File: src/rtl/cpu_types_pkg.sv
// Shared types for the pipeline hazard controller: register index type,
// controller state encoding, the bundle of latch controls and the
// priority resolver used while the pipeline is running.
package cpu_types_pkg;

    typedef logic [4:0] regbits_t;

    typedef enum logic [2:0] {
        IDLE     = 3'd0,
        RUN      = 3'd1,
        MEM_WAIT = 3'd2,
        DRAIN    = 3'd3,
        HALTED   = 3'd4
    } hzd_state_t;

    // One record per cycle covering the PC, every latch and the halt flag.
    typedef struct packed {
        logic pc_en;
        logic ifid_en;
        logic idex_en;
        logic exm_en;
        logic mwb_en;
        logic ifid_flush;
        logic idex_flush;
        logic exm_flush;
        logic mwb_flush;
        logic halt;
    } hzd_ctrl_t;

    // Reset recovery: hold everything and fill the pipe with bubbles.
    localparam hzd_ctrl_t CTRL_IDLE = '{pc_en: 1'b0, ifid_en: 1'b0, idex_en: 1'b0, exm_en: 1'b0, mwb_en: 1'b0,
        ifid_flush: 1'b1, idex_flush: 1'b1, exm_flush: 1'b1, mwb_flush: 1'b1, halt: 1'b0};
    // HALT reached EX/MEM: freeze it there, squash younger instructions.
    localparam hzd_ctrl_t CTRL_HALT_REQ = '{pc_en: 1'b0, ifid_en: 1'b0, idex_en: 1'b0, exm_en: 1'b0, mwb_en: 1'b1,
        ifid_flush: 1'b1, idex_flush: 1'b1, exm_flush: 1'b0, mwb_flush: 1'b0, halt: 1'b0};
    // Data memory busy: freeze the front, feed bubbles into MEM/WB.
    localparam hzd_ctrl_t CTRL_MEM_STALL = '{pc_en: 1'b0, ifid_en: 1'b0, idex_en: 1'b0, exm_en: 1'b0, mwb_en: 1'b1,
        ifid_flush: 1'b0, idex_flush: 1'b0, exm_flush: 1'b0, mwb_flush: 1'b1, halt: 1'b0};
    // Taken branch/jump: load the new PC, kill the three younger slots.
    localparam hzd_ctrl_t CTRL_REDIRECT = '{pc_en: 1'b1, ifid_en: 1'b1, idex_en: 1'b1, exm_en: 1'b1, mwb_en: 1'b1,
        ifid_flush: 1'b1, idex_flush: 1'b1, exm_flush: 1'b1, mwb_flush: 1'b0, halt: 1'b0};
    // Load-use: hold PC and IF/ID one cycle, bubble into ID/EX.
    localparam hzd_ctrl_t CTRL_LOAD_USE = '{pc_en: 1'b0, ifid_en: 1'b0, idex_en: 1'b1, exm_en: 1'b1, mwb_en: 1'b1,
        ifid_flush: 1'b0, idex_flush: 1'b1, exm_flush: 1'b0, mwb_flush: 1'b0, halt: 1'b0};
    // Fetch miss: hold PC, bubble into IF/ID, let older work advance.
    localparam hzd_ctrl_t CTRL_FETCH_MISS = '{pc_en: 1'b0, ifid_en: 1'b1, idex_en: 1'b1, exm_en: 1'b1, mwb_en: 1'b1,
        ifid_flush: 1'b1, idex_flush: 1'b0, exm_flush: 1'b0, mwb_flush: 1'b0, halt: 1'b0};
    localparam hzd_ctrl_t CTRL_RUN = '{pc_en: 1'b1, ifid_en: 1'b1, idex_en: 1'b1, exm_en: 1'b1, mwb_en: 1'b1,
        ifid_flush: 1'b0, idex_flush: 1'b0, exm_flush: 1'b0, mwb_flush: 1'b0, halt: 1'b0};
    // Drain: only MEM/WB retires; EX/MEM is emptied behind the HALT.
    localparam hzd_ctrl_t CTRL_DRAIN = '{pc_en: 1'b0, ifid_en: 1'b0, idex_en: 1'b0, exm_en: 1'b0, mwb_en: 1'b1,
        ifid_flush: 1'b0, idex_flush: 1'b0, exm_flush: 1'b1, mwb_flush: 1'b0, halt: 1'b0};
    localparam hzd_ctrl_t CTRL_HALTED = '{pc_en: 1'b0, ifid_en: 1'b0, idex_en: 1'b0, exm_en: 1'b0, mwb_en: 1'b0,
        ifid_flush: 1'b0, idex_flush: 1'b0, exm_flush: 1'b0, mwb_flush: 1'b0, halt: 1'b1};

    // Running-state priority: halt, memory wait, redirect, load-use, fetch miss.
    // Callers pass mem_busy=0 when the memory wait has just been resolved.
    function automatic hzd_ctrl_t run_ctrl(input logic halt_req, input logic mem_busy,
                                           input logic redirect, input logic lu_hazard,
                                           input logic ihit);
        hzd_ctrl_t c;
        if (halt_req) begin
            c = CTRL_HALT_REQ;
        end else if (mem_busy) begin
            c = CTRL_MEM_STALL;
        end else if (redirect) begin
            c = CTRL_REDIRECT;
        end else if (lu_hazard) begin
            c = CTRL_LOAD_USE;
        end else if (!ihit) begin
            c = CTRL_FETCH_MISS;
        end else begin
            c = CTRL_RUN;
        end
        return c;
    endfunction

endpackage

File: src/rtl/load_use_detect.sv
// Detects a load in ID/EX whose destination feeds the instruction in IF/ID.
// Register 0 is never a real dependency.
module load_use_detect
    import cpu_types_pkg::*;
(
    input  logic     idex_dREN,
    input  regbits_t idex_wsel,
    input  regbits_t ifid_rs,
    input  regbits_t ifid_rt,
    input  logic     ifid_rt_used,
    output logic     lu_hazard
);

    // Compare the load destination against the consumer's source registers.
    always_comb begin
        lu_hazard = idex_dREN && (idex_wsel != 5'd0) &&
                    ((idex_wsel == ifid_rs) || (ifid_rt_used && (idex_wsel == ifid_rt)));
    end

endmodule

File: src/rtl/pipeline_hazard_ctrl.sv
// Pipeline hazard controller: PC/latch enables and flushes for load-use
// bubbles, data-memory freezes, redirect flushes, fetch misses and the
// HALT drain sequence. Outputs are combinational from state and inputs.
// Optional performance counters are built when HAZARD_PERF_EN is defined.
module pipeline_hazard_ctrl
    import cpu_types_pkg::*;
#(
    parameter int DRAIN_CYCLES = 2
`ifdef HAZARD_PERF_EN
    ,
    parameter int PERF_W = 32
`endif
) (
    input  logic     CLK,
    input  logic     nRST,
    input  logic     ihit,
    input  logic     dhit,
    input  regbits_t ifid_rs,
    input  regbits_t ifid_rt,
    input  logic     ifid_rt_used,
    input  logic     idex_dREN,
    input  regbits_t idex_wsel,
    input  logic     exm_dREN,
    input  logic     exm_dWEN,
    input  logic     exm_pc_redirect,
    input  logic     exm_halt,
    output logic     pc_en,
    output logic     ifid_en,
    output logic     idex_en,
    output logic     exm_en,
    output logic     mwb_en,
    output logic     ifid_flush,
    output logic     idex_flush,
    output logic     exm_flush,
    output logic     mwb_flush,
    output logic     halt
`ifdef HAZARD_PERF_EN
    ,
    output logic [PERF_W-1:0] stall_cnt,
    output logic [PERF_W-1:0] flush_cnt
`endif
);

    localparam int CNT_W = (DRAIN_CYCLES > 1) ? $clog2(DRAIN_CYCLES) : 1;
    localparam logic [CNT_W-1:0] CNT_LAST = CNT_W'(DRAIN_CYCLES - 1);

    hzd_state_t       state_q, state_d;
    logic [CNT_W-1:0] cnt_q, cnt_d;
    hzd_ctrl_t        ctrl_s;
    logic             lu_hazard_s;
    logic             mem_busy_s;

    load_use_detect u_lu (
        .idex_dREN    (idex_dREN),
        .idex_wsel    (idex_wsel),
        .ifid_rs      (ifid_rs),
        .ifid_rt      (ifid_rt),
        .ifid_rt_used (ifid_rt_used),
        .lu_hazard    (lu_hazard_s)
    );

    // A data access in EX/MEM that has not completed this cycle.
    always_comb begin
        mem_busy_s = (exm_dREN || exm_dWEN) && !dhit;
    end

    // State register and drain counter with synchronous reset.
    always_ff @(posedge CLK) begin
        if (!nRST) begin
            state_q <= IDLE;
            cnt_q   <= '0;
        end else begin
            state_q <= state_d;
            cnt_q   <= cnt_d;
        end
    end

    // Next-state and latch-control selection.
    always_comb begin
        state_d = state_q;
        cnt_d   = cnt_q;
        ctrl_s  = CTRL_IDLE;
        case (state_q)
            IDLE: begin
                ctrl_s  = CTRL_IDLE;
                state_d = RUN;
            end
            RUN: begin
                ctrl_s = run_ctrl(exm_halt, mem_busy_s, exm_pc_redirect, lu_hazard_s, ihit);
                if (exm_halt) begin
                    state_d = DRAIN;
                    cnt_d   = '0;
                end else if (mem_busy_s) begin
                    state_d = MEM_WAIT;
                end else begin
                    state_d = RUN;
                end
            end
            MEM_WAIT: begin
                // EX/MEM stays frozen, so a redirect or HALT sitting there is
                // only acted on once the access completes.
                if (!dhit) begin
                    ctrl_s  = CTRL_MEM_STALL;
                    state_d = MEM_WAIT;
                end else begin
                    ctrl_s  = run_ctrl(exm_halt, 1'b0, exm_pc_redirect, lu_hazard_s, ihit);
                    state_d = RUN;
                end
            end
            DRAIN: begin
                ctrl_s = CTRL_DRAIN;
                cnt_d  = cnt_q + CNT_W'(1);
                if (cnt_q == CNT_LAST) begin
                    state_d = HALTED;
                end else begin
                    state_d = DRAIN;
                end
            end
            HALTED: begin
                ctrl_s  = CTRL_HALTED;
                state_d = HALTED;
            end
            default: begin
                ctrl_s  = CTRL_IDLE;
                state_d = IDLE;
                cnt_d   = '0;
            end
        endcase
    end

    assign pc_en      = ctrl_s.pc_en;
    assign ifid_en    = ctrl_s.ifid_en;
    assign idex_en    = ctrl_s.idex_en;
    assign exm_en     = ctrl_s.exm_en;
    assign mwb_en     = ctrl_s.mwb_en;
    assign ifid_flush = ctrl_s.ifid_flush;
    assign idex_flush = ctrl_s.idex_flush;
    assign exm_flush  = ctrl_s.exm_flush;
    assign mwb_flush  = ctrl_s.mwb_flush;
    assign halt       = ctrl_s.halt;

`ifdef HAZARD_PERF_EN
    logic              active_s;
    logic              stall_inc_s;
    logic              flush_inc_s;
    logic [PERF_W-1:0] stall_cnt_q;
    logic [PERF_W-1:0] flush_cnt_q;

    // Counting is only live while the pipeline runs or waits on memory.
    always_comb begin
        active_s    = (state_q == RUN) || (state_q == MEM_WAIT);
        stall_inc_s = active_s && !ctrl_s.pc_en;
        flush_inc_s = active_s && (ctrl_s == CTRL_REDIRECT);
    end

    // Saturating stall and redirect-flush counters.
    always_ff @(posedge CLK) begin
        if (!nRST) begin
            stall_cnt_q <= '0;
            flush_cnt_q <= '0;
        end else begin
            if (stall_inc_s && !(&stall_cnt_q)) begin
                stall_cnt_q <= stall_cnt_q + PERF_W'(1);
            end
            if (flush_inc_s && !(&flush_cnt_q)) begin
                flush_cnt_q <= flush_cnt_q + PERF_W'(1);
            end
        end
    end

    assign stall_cnt = stall_cnt_q;
    assign flush_cnt = flush_cnt_q;
`endif

endmodule

File: config.mk
export PLATFORM = sky130hd
export DESIGN_NAME = pipeline_hazard_ctrl
export DESIGN_NICKNAME = d
export VERILOG_FILES = /design/src/rtl/cpu_types_pkg.sv /design/src/rtl/load_use_detect.sv /design/src/rtl/pipeline_hazard_ctrl.sv
export SDC_FILE = /design/constraint.sdc
export NUM_CORES = 1
export LEC_CHECK = 0
export ABC_AREA = 0
export CAP_MARGIN = 20
export CORE_MARGIN = 4
export CORE_UTILIZATION = 32
export CTS_CLUSTER_SIZE = 10
export DETAILED_ROUTE_END_ITERATION = 10
export HOLD_SLACK_MARGIN = 0.12
export MAX_ROUTING_LAYER = met4
export PLACE_DENSITY = 0.74
export SYNTH_ARGS = -nofsm -noshare
export SYNTH_HDL_FRONTEND = slang
export SYNTH_HIERARCHICAL = 1
export SYNTH_SLANG_ARGS = --single-unit
File: constraint.sdc
create_clock -name CLK -period 1.7 [get_ports CLK]
set_clock_uncertainty 0.1 [all_clocks]
set_input_delay 0.34 -clock CLK [delete_from_list [all_inputs] [get_ports CLK]]
set_output_delay 0.34 -clock CLK [all_outputs]
set_load 0.01 [all_outputs]
==> summary.md, run 1 <==
| Metric | Value |
|---|---|
| Via count | 872 |
| Initial antenna violation count | 0 |
| Post-CTS Hold Buffers | 0 |
| Clock latency at the later pin of the worst-skew pair | 0.23 ns |
| Sequential fraction of the synthesis area | 0.143 |
| Unrepaired setup endpoints after global routing | true |
| Die area | 0.00248 mm^2 |
| Global-route wire length before repair | 3920 um |
| CP endpoint kind | primary output |
| Max Clock Freq | 434 MHz |
| Detailed-route vias per instance | 5.59 |
| Synth Cell Area | 559 um^2 |
| Port bufs | 34 |
| Crit path max-delay family | simple AND/OR/NAND/NOR gates |
| Outcome | finished with violations |
| Netlist cell types | 36 |
| Arrival time at the worst endpoint | 1.86 ns |
| Worst-Margin Slew | 0.314 ns |
| Total design power | 0.000559 W |
| Final setup margin | -0.602 ns |
| DR WL/cell | 17.8 um |
| DP HPWL | 1660 um |
| Final max-slew violation count | 0 |
| DP Cell Count | 141 |
| Initial drt markers | 19 |
| Seq cells post-synth | 4 |
| Biggest cell delay along the critical path | 0.34 ns |
| TritonCTS Buffers | 3 |
| Total wire length | 2780 um |
| Die height | 49.8 um |
| HP Class | reg -> reg |
| Max Cap Viol | 0 |
| ANT nets after route | 0 |
| CORE AREA | 0.00158 mm^2 |
| Vias in the first global route | 893 |
| Root buf cell | clkbuf_4 |
| CP cell instances | buf_8 > xor2_4 > nor4_4 > nand3_2 > a21oi_4 > nor2_2 > o221ai_2 > o311ai_2 > buf_2 |
| CTS sink cnt | 4 |
| Io pins | 35 |
| Nets | 167 |
| Non-filler instance count after layout | 156 |
| Worst Path Buf+Inv | 2 |
| Reg clk slew, reported paths | 0.03 ns |
| Slowest stage cell, crit path | nor4_4 |
| Number of fill cells | 102 |
| Critical Path RT | 1.26 ns |
| Syn Area/Cell | 7.26 um^2 |
| Worst vdd ir | 0.468 mV |
| Critical path type | in -> out |
| H-tree depth | 1 |
| Final Core Density | 0.809 |
| Startpoint Class | primary input |
| Total grt overflow | 0 |
| Pwr dens | 438 mW/mm^2 |
| Area Overhead vs Synth | 128% |
| Initial Util | 0.355 |
| DR pass1 iterations | 4 |
| CP Max Fanout | 4 |
| Final hold violation count | 0 |
| Syn Inst Count | 77 |
| Pre-CTS WS | -1.39 ns |
| Pin count of the biggest net entering global routing | 13 |
| CTS Buffer Depth | 2 |
| TritonCTS clock tree | done |
| Violated checks | setup timing |
| Endpoints failing setup | 9 |
| Number of core rows | 14 |
| GRT Overall Usage | 0.209 |
| Final min period | 2.30 ns |
| Syn_nets | 102 |
| Final GP Congestion | 0.892 |
| LEAKAGE | 0.558 nW |
| Layout cells sized above 1 | 0.593 |
| N_diodes | 0 |
| Die W | 49.8 um |
| Drt drc | 0 |
| Max-slew headroom | 0.791 |
| Synth Warn # | 6 |
| Period utilisation layout | 1.35 |
-- cells by family (layout without fill, tap and decap cells) --
kind of cell | Yosys count | after routing | share of synthesized area
buffers and inverters | 9 | 72 | 0.0805
AOI/OAI and AO/OA | 22 | 22 | 0.289
xor gates and xnor gates | 10 | 10 | 0.157
and+or+nand+nor | 32 | 32 | 0.331
DFF | 4 | 4 | 0.143
-- state kept, by name, indices dropped and copies added (netlist names) --
signal   flops
cnt_q        1
state_q      3
-- through the flow --
| step | TNS, ns | hold slack (ns) | cell area (um^2) |
|---|---|---|---|
| 3_5_place_dp | -8.87 | 0.417 | 1050 |
| 4_1_cts | -2.18 | 0.421 | 1160 |
| 5_1_grt | -3.30 | 0.439 | 1270 |
| 6_report | -2.74 | 0.419 | 1270 |
| 2_1_floorplan | -0.679 | 0.356 | 574 |
| 3_3_place_gp | -8.79 | 0.382 | 1050 |
-- cell usage after synthesis --
library cell / n / share of area
a21oi_2: 1 / 0.016
nor3_1: 3 / 0.027
a221o_1: 1 / 0.018
xnor2_1: 3 / 0.047
o21ai_0: 1 / 0.0089
nand2_2: 1 / 0.011
o31a_1: 1 / 0.016
o21bai_1: 1 / 0.013
and3b_1: 1 / 0.016
o21a_1: 1 / 0.013
xor2_1: 7 / 0.11
nand2_1: 3 / 0.020
a21oi_1: 7 / 0.063
nor2b_1: 1 / 0.011
a2bb2oi_2: 1 / 0.027
nand4b_1: 1 / 0.016
buf_2: 3 / 0.027
nor4_1: 1 / 0.011
nor4_2: 1 / 0.022
dfxtp_1: 4 / 0.14
or2_2: 1 / 0.011
nor2_1: 9 / 0.060
buf_4: 2 / 0.027
nand2b_1: 1 / 0.011
o21ai_1: 1 / 0.0089
nand3b_1: 2 / 0.027
a32o_1: 1 / 0.018
o221ai_1: 2 / 0.031
a31oi_1: 1 / 0.011
nand3_1: 4 / 0.036
nor4bb_1: 1 / 0.018
or4_1: 1 / 0.013
o311ai_0: 2 / 0.031
or4_4: 1 / 0.020
inv_1: 4 / 0.027
a21boi_0: 1 / 0.013
-- tightest hold or removal path: cells and delay by family, from the launching register on --
| kind | cells | cell delay (ns) |
|---|---|---|
| compound gates | 1 | 0.07 |
| simple gates | 1 | 0.06 |
| flops | 1 | 0.34 |
-- power breakdown --
group          total, W  internal (W)  switching (W)  leakage, nW
combinational  0.000342      0.000186       0.000156        0.510
clock          0.000111     0.0000785      0.0000325       0.0138
sequential     0.000106      0.000100     0.00000562       0.0336
-- path summary, 6_finish.rpt --
path,slack (ns),depth (start not counted),to,from
max,-0.60,9,ifid_flush,ifid_rt[0]
min,0.42,2,state_q[2]$_SDFF_PN0_,cnt_q$_SDFFE_PN0P_
max reg2reg,0.08,7,state_q[1]$_SDFF_PN0_,state_q[1]$_SDFF_PN0_
min reg2reg,0.42,2,state_q[2]$_SDFF_PN0_,cnt_q$_SDFFE_PN0P_
-- layout make-up --
| type | instances | area, um^2 | share of cell area |
|---|---|---|---|
| clock buffer | 3 | 22.5 | 0.0177 |
| timing repair buffer | 65 | 552 | 0.433 |
| multi-input combinational | 64 | 578 | 0.453 |
| inverter | 4 | 17.5 | 0.0137 |
| sequential | 4 | 85.1 | 0.0667 |
| tap | 16 | 20.0 | 0.0157 |
-- cell usage in the layout (no fill, tap or decap), drive strengths merged, types with 2 or more instances in the layout --
| cell | netlist | layout |
|---|---|---|
| buf | 5 | 52 |
| nor2 | 9 | 9 |
| a21oi | 8 | 8 |
| xor2 | 7 | 7 |
| dlygate4sd2 | 0 | 5 |
| clkdlybuf4s50 | 0 | 4 |
| inv | 4 | 4 |
| nand3 | 4 | 4 |
| clkdlybuf4s15 | 0 | 4 |
| nand2 | 4 | 4 |
| dfxtp | 4 | 4 |
| clkbuf | 0 | 3 |
| xnor2 | 3 | 3 |
| nor3 | 3 | 3 |
| o221ai | 2 | 2 |
| o311ai | 2 | 2 |
| or4 | 2 | 2 |
| nand3b | 2 | 2 |
| nor4 | 2 | 2 |
| o21ai | 2 | 2 |
-- metal layers --
layer  global-route usage  wire, um  up-vias
met3               0.0331        79        6
li1                     -         -      408
met2                0.368      1610       29
met1                0.220      1040      429
met5                    -         0        -
met4                0.120        59        0
-- what timing repair did --
item	CTS	global route
pin swaps	25	9
buffers inserted	8	3
gates cloned	1	0
setup endpoints to repair	10	10
gates resized for setup	127	22
No activity file was read; power rests on OpenSTA's default activity.
==> run 2, diff against run 1 <==
--- a/config.mk
+++ b/config.mk
@@ -9,7 +9,7 @@
 export CAP_MARGIN = 20
 export CORE_MARGIN = 4
 export CORE_UTILIZATION = 32
-export CTS_CLUSTER_SIZE = 10
+export CTS_CLUSTER_SIZE = 20
 export DETAILED_ROUTE_END_ITERATION = 10
 export HOLD_SLACK_MARGIN = 0.12
 export MAX_ROUTING_LAYER = met4
==> results of run 2 <==
Final layout, timing and power as in run 1 (identical DEF).
==> run 3, diff against run 2 <==
--- a/config.mk
+++ b/config.mk
@@ -9,6 +9,7 @@
 export CAP_MARGIN = 20
 export CORE_MARGIN = 4
 export CORE_UTILIZATION = 32
+export CTS_CLUSTER_DIAMETER = 30
 export CTS_CLUSTER_SIZE = 20
 export DETAILED_ROUTE_END_ITERATION = 10
 export HOLD_SLACK_MARGIN = 0.12
==> results of run 3 <==
Final layout, timing and power as in run 1 (identical DEF).
